**src/rtl/spi_pkg.sv**
```systemverilog
// Shared SPI master types and constants.
// Latency: n/a; backpressure: n/a.
package spi_pkg;

   typedef enum logic {
      IDLE = 1'b0,
      XFER = 1'b1
   } state_t;

   localparam int SPI_BYTE_BITS = 8;
   localparam int CLK_DIV_DEF   = 4;

endpackage

```
**src/rtl/spi_sclk_gen.sv**
```systemverilog
// SCLK phase generator: idle-low clock plus rise (sample) and bit-end (shift) strobes.
// Latency: strobes are decoded from the phase register; backpressure: none, runs whenever run=1.
module spi_sclk_gen
   import spi_pkg::*;
#(
   parameter int CLK_DIV = CLK_DIV_DEF
) (
   input  logic sys_clk,
   input  logic sys_rst,
   input  logic run,
   output logic spi_sclk,
   output logic sample,
   output logic shift
);

   localparam int HALF = CLK_DIV / 2;
   localparam int PW   = (CLK_DIV > 2) ? $clog2(CLK_DIV) : 1;

   logic [PW-1:0] phase;

   always_ff @(posedge sys_clk or posedge sys_rst) begin
      if (sys_rst) begin
         phase <= '0;
      end else if (!run || phase == PW'(CLK_DIV - 1)) begin
         phase <= '0;
      end else begin
         phase <= phase + PW'(1);
      end
   end

   // sample lands on the edge where SCLK rises; shift on the edge where it falls
   assign spi_sclk = run && (phase >= PW'(HALF));
   assign sample   = run && (phase == PW'(HALF - 1));
   assign shift    = run && (phase == PW'(CLK_DIV - 1));

endmodule

```
**src/rtl/spi_drive.sv**
```systemverilog
// SPI mode-0 master, MSB first, back-to-back 8-bit frames inside one CS-low session.
// Latency: 8*CLK_DIV cycles per byte plus one completion cycle; backpressure: none, user must track send_done.
module spi_drive
   import spi_pkg::*;
#(
   parameter int CLK_DIV = CLK_DIV_DEF
) (
   input  logic       sys_clk,
   input  logic       sys_rst,
   input  logic       spi_start,
   input  logic       spi_end,
   input  logic [7:0] data_send,
   output logic [7:0] data_rec,
   output logic       send_done,
   output logic       rec_done,
   input  logic       spi_miso,
   output logic       spi_sclk,
   output logic       spi_cs,
   output logic       spi_mosi
);

   state_t                   state, state_nxt;
   logic [SPI_BYTE_BITS-1:0] tx_sr;
   logic [SPI_BYTE_BITS-1:0] rx_sr;
   logic [2:0]               bit_cnt;
   logic                     cmpl;
   logic                     end_pend;
   logic                     run;
   logic                     sample;
   logic                     shift;
   logic                     last_bit;
   logic                     close;

   assign run      = (state == XFER) && !cmpl;
   assign last_bit = (bit_cnt == 3'(SPI_BYTE_BITS - 1));
   assign close    = cmpl && (end_pend || spi_end);
   assign spi_mosi = tx_sr[SPI_BYTE_BITS-1];

   spi_sclk_gen #(
      .CLK_DIV (CLK_DIV)
   ) u_sclk_gen (
      .sys_clk  (sys_clk),
      .sys_rst  (sys_rst),
      .run      (run),
      .spi_sclk (spi_sclk),
      .sample   (sample),
      .shift    (shift)
   );

   always_ff @(posedge sys_clk or posedge sys_rst) begin
      if (sys_rst) begin
         state <= IDLE;
      end else begin
         state <= state_nxt;
      end
   end

   always_comb begin
      state_nxt = state;
      case (state)
         IDLE:    if (spi_start) state_nxt = XFER;
         XFER:    if (close)     state_nxt = IDLE;
         default: state_nxt = IDLE;
      endcase
   end

   always_ff @(posedge sys_clk or posedge sys_rst) begin
      if (sys_rst) begin
         spi_cs    <= 1'b1;
         tx_sr     <= '0;
         rx_sr     <= '0;
         bit_cnt   <= '0;
         cmpl      <= 1'b0;
         end_pend  <= 1'b0;
         data_rec  <= '0;
         send_done <= 1'b0;
         rec_done  <= 1'b0;
      end else begin
         send_done <= 1'b0;
         rec_done  <= 1'b0;
         if (state == IDLE) begin
            if (spi_start) begin
               spi_cs   <= 1'b0;
               tx_sr    <= data_send;
               bit_cnt  <= '0;
               cmpl     <= 1'b0;
               end_pend <= 1'b0;
            end
         end else begin
            if (spi_end) end_pend <= 1'b1;
            if (cmpl) begin
               // completion cycle: either close the session or roll straight into the next byte
               cmpl <= 1'b0;
               if (close) begin
                  spi_cs   <= 1'b1;
                  tx_sr    <= '0;
                  end_pend <= 1'b0;
               end else begin
                  tx_sr   <= data_send;
                  bit_cnt <= '0;
               end
            end else begin
               if (sample) rx_sr <= {rx_sr[SPI_BYTE_BITS-2:0], spi_miso};
               if (shift) begin
                  if (last_bit) begin
                     cmpl      <= 1'b1;
                     send_done <= 1'b1;
                     rec_done  <= 1'b1;
                     data_rec  <= rx_sr;
                  end else begin
                     bit_cnt <= bit_cnt + 3'd1;
                     tx_sr   <= {tx_sr[SPI_BYTE_BITS-2:0], 1'b0};
                  end
               end
            end
         end
      end
   end

endmodule

```
**config.mk**
```make
export PLATFORM = sky130hd
export DESIGN_NAME = spi_drive
export DESIGN_NICKNAME = d
export VERILOG_FILES = /design/src/rtl/spi_pkg.sv /design/src/rtl/spi_sclk_gen.sv /design/src/rtl/spi_drive.sv
export SDC_FILE = /design/constraint.sdc
export NUM_CORES = 1
export LEC_CHECK = 0
export BUFFER_PORTS_ARGS = -buffer_cell sky130_fd_sc_hd__buf_2
export CAP_MARGIN = 0
export CORE_MARGIN = 1
export CORE_UTILIZATION = 30
export CTS_BUF_LIST = sky130_fd_sc_hd__clkbuf_4 sky130_fd_sc_hd__clkbuf_8
export DETAILED_ROUTE_END_ITERATION = 16
export GPL_TIMING_DRIVEN = 0
export PLACE_DENSITY = 0.49
export SLEW_MARGIN = 10
export SYNTH_ARGS = -nofsm -noshare
export SYNTH_HDL_FRONTEND = slang
export SYNTH_SLANG_ARGS = --single-unit
```
**constraint.sdc**
```tcl
create_clock -name sys_clk -period 2.15 [get_ports sys_clk]
set_input_delay 0.1075 -clock sys_clk [delete_from_list [all_inputs] [get_ports sys_clk]]
set_output_delay 0.1075 -clock sys_clk [all_outputs]
set_load 0.05 [all_outputs]
```
---- After elaboration in Yosys (flattened, before gate mapping) ----
Index checks and enable logic that the tools add are counted.
storage, ports and cells
  register bits ........................... 34
  bits of input ports ..................... 13
  output and inout port bits .............. 13
  logic and storage cells ................. 67
cells by class
  add/sub/neg operators ................... 2
  order comparisons ....................... 1
  equal/unequal tests ..................... 8
  mux-type cells .......................... 29
  bitwise logic cells ..................... 2
  reductions and logical operators ........ 15
operators with widths
  operator                                                               count
  8-bit two-way mux                                                      6
  3-bit two-way mux                                                      6
  1-bit two-way mux                                                      15
  3-bit AND reduction                                                    3
  4-bit AND reduction                                                    2
  3-bit != test, second input constant                                   2
  1-bit logical AND                                                      5
  2-bit by 1-bit != test with 1-bit output, second input constant        2
  3-bit by 1-bit adder with 3-bit output, second input constant          1
  3-bit equality test, second input constant                             1
  3-bit by 1-bit != test with 1-bit output, second input constant        1
  2-bit by 1-bit adder with 2-bit output, second input constant          1
  2-bit by 1-bit equality test with 1-bit output, second input constant  1
  2-bit equality test, second input constant                             1
  2-bit >= comparator, second input constant                             1
  1-bit zero test                                                        2
  1-bit logical OR                                                       2
  2-bit two-way mux                                                      1
  1-bit NOT                                                              2
  1-bit one-hot mux with 2 select lines                                  1
  2-bit nonzero test                                                     1

---- Depth between registers and ports, before layout ----
Gate-level depths: netlist (run 1).
  word-level depth ........................ 6
  depth in mapped cells ................... 6
  depth with buffers taken out ............ 5

---- By module ----
A second synthesis (run 1) with hierarchy kept.
second synthesis, totals
  cell total of the unflattened synthesis .. 129
  area, all modules ....................... 1612.8 um^2
modules (own cells, without submodules)
  module        instances  cells an instance  area each (um^2)  seq. area each (um^2)
  spi_drive     1          116                1475.2            802.0
  spi_sclk_gen  1          13                 137.6             50.0

---- Least setup slack after synthesis (run 1) ----
OpenSTA, ideal clock, no wires.
  kind .................................... reg-to-reg
  from .................................... reg bit_cnt[0]
  to ...................................... reg bit_cnt[0]
  setup time .............................. 0.125 ns
  arrival ................................. 1.651 ns
  path slack .............................. 0.373 ns
  stages on the path, launching flop included .. 7
  buffers on the path ..................... 1
  cell sequence ........................... dfrtp_1 > ha_1 > ha_1 > nand2b_1 > buf_6 > a211oi_4 > mux2_4
between the ends
  longest elaborated chain between the ends .. 5
  elaborated cells between the ends (all ways) .. 8
  classes of those cells .................. add/sub: 1; eq/ne: 2; mux: 4; reduce/logical: 1
ends and longest elaborated chain
  what                                    RTL line          RTL
  start, declared                         spi_drive.sv:25   logic [2:0] bit_cnt;
  start signal, assigned                  spi_drive.sv:111  bit_cnt <= bit_cnt + 3'd1;
  3-bit by 1-bit adder with 3-bit output  spi_drive.sv:111
  3-bit two-way mux                       spi_drive.sv:105  if (last_bit) begin
  3-bit two-way mux                       spi_drive.sv:104  if (shift) begin
  3-bit two-way mux                       spi_drive.sv:91   if (cmpl) begin
  3-bit two-way mux                       spi_drive.sv:81   if (state == IDLE) begin
Several ways; a longest one is shown, not always the timed one. The select of a mux whose other input is x is not followed.
A chain may end at the register's enable or synchronous reset.

---- Worst setup path in the final report (run 1) ----
Same ends and word-level chain as after synthesis.

==> impl_metrics.ini, run 1 <==
[drt]
vias = 1058
highest_layer = met4
firstDrtPassIters = 4
postRouteAntennaNets = 0
met3_length_um = 148
wl_um = 3050
met1_length_um = 1490
drc = 0
initialDrtViolationCount = 53
dr_wl_met2_um = 1380
viasPerCell = 4.56
routedWlPerCell_um = 13.2

[final_layout]
diodes = 0
fill_cells = 530
drive_gt1_share_pct = 40.1
fin_nets = 179
area_delta_synth_final_pct = 21.2

[setup_path]
slowest_delay_ps = 400
path_max_fanout = 9
worstPathCellList = ha_1 > ha_1 > nand2b_1 > buf_6 > a211oi_4 > mux2_4
criticalPathCategory = reg -> reg
worstPathArrival_ps = 2060
worstPathRequired_ps = 2320
slowest_stage = dfrtp_1
startpoint_type = flop
crit_path_end_kind = flop
critPathMostFrequentCell = ha_1

[logic_synthesis]
yosysTopAreaCellShare_pct = 52.0
ys_seq_elements = 34
syn_area_mm2 = 0.00159
ys_top_cells_by_area = dfrtp_1, mux2_2, ha_1
synth_nets = 146
synth-edff-count = 0
syn_inst = 128
synth_cell_types = 27
ys_seq_area_share_pct = 53.7
yosysWarnings = 0
async_reset_ff_share_pct = 100
ys.flop_type = dfrtp_1
synth_top_cell_by_area = dfrtp_1
avgSynthCellArea_um2 = 12.4
synth_commonest_cells = dfrtp_1, mux2_2, o21ai_0
synth_most_common_cell = dfrtp_1

[hold_path]
worst_hold_path_type = in -> reg

[timing]
setup_viol = 0
fin_tns_setup_ps = 0
fin_skew_ps = 6.10
timing.fmax_ghz = 0.528
period_needed_ps = 1890
slew_headroom_pct = 51.9
fin_ws_ps = 257
slew_violations = 0
tightest_slew_ps = 720
rsz0062_at_grt = false
period_share_pct = 88.1
hold_violations = 0

[global_route]
grtUsageTotal_pct = 12.4
overflow = 0
antenna_found_initial = 0
grt_max_degree = 35
grt_pass1_wl_um = 5060
grt_pass1_vias = 1069

[power_and_ir_drop]
leakagePower_nw = 0.916
peakVddDrop_uv = 724
p_per_area_mw_per_mm2 = 1560

[clock_network]
cts.repair.resized = 0
cts_buffer_depth = 2
holdBufCountCts = 1
cts_sinks = 34
cts-root-buf = clkbuf_8
cts.htree.levels = 2
post_cts_buffers = 0
cts_tree = yes
cts_made_buffers = 5
clk_latency_ps = 280
path_clk_slew_ps = 70

[placement]
pre_cts_ws_ps = 251
io_buffers = 25
gp_congestion = 0.715
hpwl_um = 2150

[run]
cap_violations = 0

[floorplan]
row_count = 26
core_region_area_mm2 = 0.00511
die_h_um = 74.8
die_x_um = 74.8
dieArea_mm2 = 0.00559
start_util_pct = 31.1
io-pin-count = 26

[run_status]
status = complete, no violations
## kinds of logic after synthesis
| logic type | count (synthesis) | synth area share, % |
|---|---|---|
| fa+ha+maj | 5 | 3.94 |
| flops | 34 | 53.7 |
| buf+inv | 15 | 4.81 |
| mux | 20 | 14.2 |
| compound gates | 27 | 12.9 |
| simple gates | 27 | 10.5 |
## routing by layer
| layer | global-route usage (%) | vias to the layer above |
|---|---|---|
| li1 | - | 518 |
| met1 | 16.3 | 506 |
| met2 | 19.0 | 30 |
| met3 | 4.55 | 4 |
| met4 | 4.40 | 0 |
| met5 | 0 | - |
## cell usage in the layout (no fill, tap or decap), drive strengths merged, types with 3 or more instances in the layout
| cell type | Yosys | routed |
|---|---|---|
| dfrtp | 33 | 33 |
| buf | 7 | 32 |
| mux2 | 17 | 17 |
| o21ai | 9 | 9 |
| inv | 8 | 8 |
| a211oi | 8 | 8 |
| nand2 | 8 | 8 |
| and3b | 7 | 7 |
| a2bb2oi | 7 | 7 |
| ha | 5 | 5 |
| clkbuf | 0 | 5 |
| nor2 | 5 | 5 |
| mux2i | 3 | 3 |
## state kept, by name, indices dropped and copies added, names as in the netlist
signal / count
data_rec: 8
rx_sr: 8
tx_sr: 8
bit_cnt: 3
u_sclk_gen.phase: 2
cmpl: 1
end_pend: 1
rec_done: 1
spi_cs: 1
state: 1
## layout make-up
type | count | area, µm² | area share (%)
plain buffers | 7 | 46.3 | 2.41
repair buffers | 26 | 135 | 7.02
flip-flops and latches | 34 | 852 | 44.3
multi-input cells | 79 | 659 | 34.3
clock inverters | 3 | 45.0 | 2.34
clock buffers | 5 | 68.8 | 3.58
inverters | 8 | 30.0 | 1.56
well taps | 70 | 87.6 | 4.55
## metrics by stage
stage	hold WS [ps]	utilization, %	cell area [µm²]	instances	power (mW)
global placement	343	35.3	1800	223	2.40
floorplan	220	-	1590	128	2.15
finish	61.5	37.7	1920	232	3.00
CTS	52.2	37.7	1920	232	3.04
global route	60.0	37.7	1920	232	3.21
detailed placement	277	35.3	1800	223	2.44
## worst paths after layout
kind | slack (ps) | startpoint | depth (start not counted) | to
min in group asynchronous | 490 | sys_rst | 3 | data_rec[2]
hold / removal | 60 | spi_miso | 2 | rx_sr[0]
setup reg to reg | 260 | bit_cnt[0] | 6 | bit_cnt[0]
hold reg to reg | 510 | data_rec[2] | 1 | data_rec[2]
max in group asynchronous | 1200 | sys_rst | 3 | tx_sr[2]
setup / recovery | 260 | bit_cnt[0] | 6 | bit_cnt[0]
## power breakdown
group	total (mW)	internal, mW	switching (mW)
Sequential	1.08	0.922	0.159
Clock	0.582	0.345	0.237
Combinational	1.34	0.571	0.765
Total	3.00	1.84	1.16
## critical path: cells and delay by family, from the launching register on
| family | cells | cell delay, ps |
|---|---|---|
| DFF | 1 | 400 |
| buffers and inverters | 1 | 150 |
| adders and majority gates | 2 | 410 |
| AOI/OAI and AO/OA | 1 | 350 |
| muxes | 1 | 330 |
| and+or+nand+nor | 1 | 150 |
No activity file was read; power rests on OpenSTA's default activity.
==> run 2, diff against run 1 <==
--- a/config.mk
+++ b/config.mk
@@ -7,12 +7,12 @@
 export LEC_CHECK = 0
 export BUFFER_PORTS_ARGS = -buffer_cell sky130_fd_sc_hd__buf_2
 export CAP_MARGIN = 0
-export CORE_MARGIN = 1
-export CORE_UTILIZATION = 30
+export CORE_MARGIN = 2
+export CORE_UTILIZATION = 57
 export CTS_BUF_LIST = sky130_fd_sc_hd__clkbuf_4 sky130_fd_sc_hd__clkbuf_8
 export DETAILED_ROUTE_END_ITERATION = 16
 export GPL_TIMING_DRIVEN = 0
-export PLACE_DENSITY = 0.49
+export PLACE_DENSITY = 0.81
 export SLEW_MARGIN = 10
 export SYNTH_ARGS = -nofsm -noshare
 export SYNTH_HDL_FRONTEND = slang
==> run 2 against run 1 <==
First-iteration DRC count grew 9.4%; worst setup slack worse by 16 ps; clock skew up 3.5 ps; die area fell by 42%; sequential power about the same; clock power decreased by 20%; critical path type unchanged; critical endpoint unchanged; largest cell class unchanged.
==> impl_metrics.ini, run 2 (same netlist as run 1, synthesis figures left out) <==
[power_and_ir_drop]
internal_power_mw = 1.74
leakagePower_nw = 0.916
power_switching_mw = 1.14
p_per_area_mw_per_mm2 = 1530
swShare_pct = 39.5
clockPowerShare_pct = 16.3
p_comb_share_pct = 46.3
seqPwrFrac_pct = 37.4
peakVddDrop_uv = 1160

[timing]
timing.fmax_ghz = 0.524
period_needed_ps = 1910
slew_headroom_pct = 53.5
fin_ws_ps = 241
fin_skew_ps = 9.63
tightest_slew_ps = 696
setup_viol = 0
hold_violations = 0
period_share_pct = 88.8
slew_violations = 0
rsz0062_at_grt = false
fin_tns_setup_ps = 0
whs_ps = 19.4

[floorplan]
dieArea_mm2 = 0.00322
row_count = 19
start_util_pct = 58.6
die_h_um = 56.8
die_x_um = 56.8
io-pin-count = 26
core_region_area_mm2 = 0.00271

[setup_path]
path_max_fanout = 9
slowest_stage = dfrtp_1
critPathMostFrequentCell = ha_1
reg2reg_depth = 6
crit_family = flip-flops
critPathBufInv = 1
worstPathArrival_ps = 2140
criticalPathCategory = reg -> reg
rr_startpoint = bit_cnt[0]
slowest_delay_ps = 430
crit_path_end_kind = flop
worstPathRequired_ps = 2380
r2r_end = bit_cnt[0]
startpoint_type = flop
rrSetupSlack_ps = 240
worstPathCellList = ha_1 > ha_1 > nand2b_1 > buf_6 > a211oi_4 > mux2_4

[placement]
gp_congestion = 0.762
hpwl_um = 1890
pre_cts_ws_ps = 243
io_buffers = 25
placed_area_mm2 = 0.00175

[global_route]
top_usage_layer = met2
grtUsageMet2_pct = 30.6
grtUsageTotal_pct = 19.8
grt_util_met1_pct = 25.0
grt_max_degree = 35
grt_pass1_wl_um = 4820
overflow = 0
grt_pass1_vias = 1069
use_met3_pct = 7.14
antenna_found_initial = 0

[clock_network]
path_clk_slew_ps = 110
post_cts_buffers = 0
cts_buffer_depth = 2
cts_tree = yes
cts-root-buf = clkbuf_4
cts_sinks = 34
cts.htree.levels = 2
cts_made_buffers = 5
clk_latency_ps = 340

[drt]
postRouteAntennaNets = 0
viasPerCell = 5.42
wl_um = 2800
initialDrtViolationCount = 58
drc = 0
routedWlPerCell_um = 14.3
vias = 1062
firstDrtPassIters = 4

[final_layout]
layout_common_cells = dfrtp_1, buf_2, mux2_2
mostFrequentLayoutCell = dfrtp_1
area_delta_synth_final_pct = 18.0
fin_nets = 182
top_regs = data_rec x8, rx_sr x8, tx_sr x8
diodes = 0
final_cell_area_mm2 = 0.00187
drive_gt1_share_pct = 39.4

[hold_path]
holdPathStages = 3
worst_hold_path_type = in -> reg
holdCritStartpoint = data_send[3]
hold_end = tx_sr[3]

[run]
cap_violations = 0

[run_status]
status = complete, no violations
run 2: cell types whose count changed in the layout (fill, tap and decap cells not counted), sizes merged:
cell / previous run / this run
dlygate4sd3: 1 / 4
run 2: worst reg2reg max path, cell delays in order, from the launching register on:
cell	delay (ps)
dfrtp_1	430
ha_1	220
ha_1	200
nand2b_1	160
buf_6	150
a211oi_4	330
mux2_4	330
run 2: per-stage QoR:
| step | utilization [%] | cells | total power [mW] |
|---|---|---|---|
| floorplan | - | 128 | 2.15 |
| global placement | 64.6 | 184 | 2.37 |
| detailed placement | 64.6 | 184 | 2.43 |
| CTS | 68.4 | 194 | 2.91 |
| global route | 69.2 | 196 | 3.06 |
| finish | 69.2 | 196 | 2.88 |
run 2: cell type report:
class                   count  area [µm²]
multi-input cells          79         659
clock inverters             3        45.0
fillers                   203         836
repair buffers             29         165
well taps                  31        38.8
clock buffers               5        37.5
plain buffers               7        46.3
inverters                   8        30.0
flip-flops and latches     34         852
run 2: worst max-delay path by stage:
| stage | start | to | slack, ps | depth (start not counted) |
|---|---|---|---|---|
| after global placement | bit_cnt[0] | bit_cnt[0] | 300 | 6 |
| after floorplan | bit_cnt[0] | bit_cnt[0] | 370 | 6 |
| after CTS | bit_cnt[0] | bit_cnt[0] | 230 | 6 |
| after global routing | bit_cnt[0] | bit_cnt[0] | 170 | 6 |
| after detailed placement | bit_cnt[0] | bit_cnt[0] | 240 | 6 |
| final | bit_cnt[0] | bit_cnt[0] | 240 | 6 |
run 2: power by group through the flow:
stage          Combinational (mW)  Clock, mW  Sequential [mW]
6_report                     1.33      0.468             1.08
5_1_grt                      1.43      0.518             1.11
4_1_cts                      1.34      0.485             1.08
3_5_place_dp                 1.33          0             1.09
3_3_place_gp                 1.29          0             1.08
2_1_floorplan               0.834          0             1.32
run 2: repair_timing:
action                                 4_1_cts  5_1_grt
gates resized for setup                      0        0
setup endpoints to repair                    0        0
hold buffers                                 2        2
endpoints found under the hold margin        2       34
run 2: metal layers:
metal  part of all wire, %  vias to the layer above
li1                      -                      523
met1                    47                      509
met2                    47                       25
met3                   4.4                        5
met4                   1.1                        0
met5                     0                        -
==> run 3, diff against run 2 <==
--- a/config.mk
+++ b/config.mk
@@ -8,11 +8,11 @@
 export BUFFER_PORTS_ARGS = -buffer_cell sky130_fd_sc_hd__buf_2
 export CAP_MARGIN = 0
 export CORE_MARGIN = 2
-export CORE_UTILIZATION = 57
-export CTS_BUF_LIST = sky130_fd_sc_hd__clkbuf_4 sky130_fd_sc_hd__clkbuf_8
+export CORE_UTILIZATION = 55
+export CTS_BUF_LIST = sky130_fd_sc_hd__clkbuf_8
 export DETAILED_ROUTE_END_ITERATION = 16
 export GPL_TIMING_DRIVEN = 0
-export PLACE_DENSITY = 0.81
+export PLACE_DENSITY = 0.79
 export SLEW_MARGIN = 10
 export SYNTH_ARGS = -nofsm -noshare
 export SYNTH_HDL_FRONTEND = slang
==> run 3 against run 2 <==
Register-to-register slack gained 40 ps; non-clock buffer count shrank 3; sequential power is essentially flat; global-route usage shrank 0.60 points; design area shrank 0.93%; flip-flop and latch count is the same; clock-buffer cell count grew 1; final cell count shrank 1.5%; clock skew shrank 5.6 ps; routed wire length shrank 0.96%; via count is essentially flat; clock power grew 3%.
==> impl_metrics.ini, run 3 (same netlist as run 1, synthesis figures left out) <==
[floorplan]
die_x_um = 57.7
io-pin-count = 26
dieArea_mm2 = 0.00333
die_h_um = 57.7
core_region_area_mm2 = 0.00276
start_util_pct = 57.6
row_count = 19

[setup_path]
r2r_end = bit_cnt[0]
rr_startpoint = bit_cnt[0]
crit_path_end_kind = flop
criticalPathCategory = reg -> reg
worstPathArrival_ps = 2030
worstPathRequired_ps = 2310
reg2reg_depth = 6
rrSetupSlack_ps = 280
path_max_fanout = 9
startpoint_type = flop

[placement]
pre_cts_ws_ps = 284
io_buffers = 25
gp_congestion = 0.741
hpwl_um = 2070

[timing]
slew_violations = 0
period_share_pct = 87.0
period_needed_ps = 1870
hold_violations = 0
tightest_slew_ps = 685
fin_ws_ps = 280
slew_headroom_pct = 54.2
whs_ps = 63.7
timing.fmax_ghz = 0.535
rsz0062_at_grt = false
setup_viol = 0
fin_tns_setup_ps = 0
fin_skew_ps = 4.02

[global_route]
grt_pass1_vias = 1105
antenna_found_initial = 0
grtUsageTotal_pct = 19.2
overflow = 0
grt_max_degree = 35
grt_pass1_wl_um = 4860

[drt]
postRouteAntennaNets = 0
initialDrtViolationCount = 28
wl_um = 2780
viasPerCell = 5.50
vias = 1061
firstDrtPassIters = 4
drc = 0
routedWlPerCell_um = 14.4

[clock_network]
cts_made_buffers = 5
cts.repair.resized = 0
cts.htree.levels = 2
cts-root-buf = clkbuf_8
cts_tree = yes
path_clk_slew_ps = 70
cts_sinks = 34
cts_buffer_depth = 2
clk_latency_ps = 280

[power_and_ir_drop]
leakagePower_nw = 0.913
p_per_area_mw_per_mm2 = 1560
peakVddDrop_uv = 1110

[run]
cap_violations = 0

[final_layout]
fin_nets = 179
drive_gt1_share_pct = 40.1
mostFrequentLayoutCell = dfrtp_1
final_util_pct = 67.3
fill_cells = 220
area_delta_synth_final_pct = 16.9
top_regs = data_rec x8, rx_sr x8, tx_sr x8
diodes = 0
layout_common_cells = dfrtp_1, buf_2, mux2_2

[hold_path]
holdPathStages = 2
holdCritStartpoint = spi_miso
worst_hold_path_type = in -> reg
hold_end = rx_sr[0]

[run_status]
status = complete, no violations
==> run 3: cell types whose count changed in the layout (fill, tap and decap cells not counted) <==
cell / previous run / this run
clkbuf_8: 0 / 6
clkbuf_4: 5 / 0
dlygate4sd3_1: 4 / 1
bufinv_16: 1 / 0
clkinv_2: 0 / 1
clkinvlp_4: 2 / 1
==> run 3: worst max-delay path by stage <==
| stage | start | endpoint | slack (ps) | cells past startpoint |
|---|---|---|---|---|
| 6_report | bit_cnt[0] | bit_cnt[0] | 280 | 6 |
| 3_5_place_dp | bit_cnt[0] | bit_cnt[0] | 280 | 6 |
| 5_1_grt | bit_cnt[0] | bit_cnt[0] | 210 | 6 |
| 3_3_place_gp | bit_cnt[0] | bit_cnt[0] | 300 | 6 |
| 4_1_cts | bit_cnt[0] | bit_cnt[0] | 270 | 6 |
| 2_1_floorplan | bit_cnt[0] | bit_cnt[0] | 370 | 6 |
==> run 3: report_power, final <==
group          internal (mW)  switching (mW)
Combinational          0.572           0.761
Sequential             0.922           0.160
Clock                  0.257           0.227
==> run 3: per-layer routing <==
metal  part of all wire [%]  routed length (µm)  GRT usage (%)  vias up
met5                      0                   0              0        -
met4                   0.94                  26           5.65        0
met3                    5.7                 159           5.36        5
met2                     49                1370           31.7       28
met1                     44                1220           24.8      516
li1                       -                   -              -      512
==> run 3: repair_timing <==
item	CTS	global route
buffers inserted	0	0
hold endpoints to repair	0	27
hold buffers	0	1
==> run 3: area by class of cell <==
cell class	count	area [µm²]	share of cell area (%)
Timing Repair Buffer	26	135	7.28
Sequential cell	34	852	45.9
Clock buffer	6	82.6	4.45
Tap cell	31	38.8	2.09
Inverter	8	30.0	1.62
Buffer	7	46.3	2.49
Clock inverter	2	12.5	0.674
Multi-Input combinational cell	79	659	35.5
==> run 3: worst max-delay path, stage by stage (launching register included) <==
cell and delay, ps:
dfrtp_1 400, ha_1 210, ha_1 190, nand2b_1 150
buf_6 150, a211oi_4 320, mux2_4 340
==> run 3: per-stage QoR <==
step / total power, mW / instances / area, µm²
after floorplan: 2.15 / 128 / 1590
after global placement: 2.37 / 184 / 1750
after detailed placement: 2.44 / 184 / 1750
after CTS: 2.93 / 192 / 1850
after global routing: 3.08 / 193 / 1860
final: 2.90 / 193 / 1860
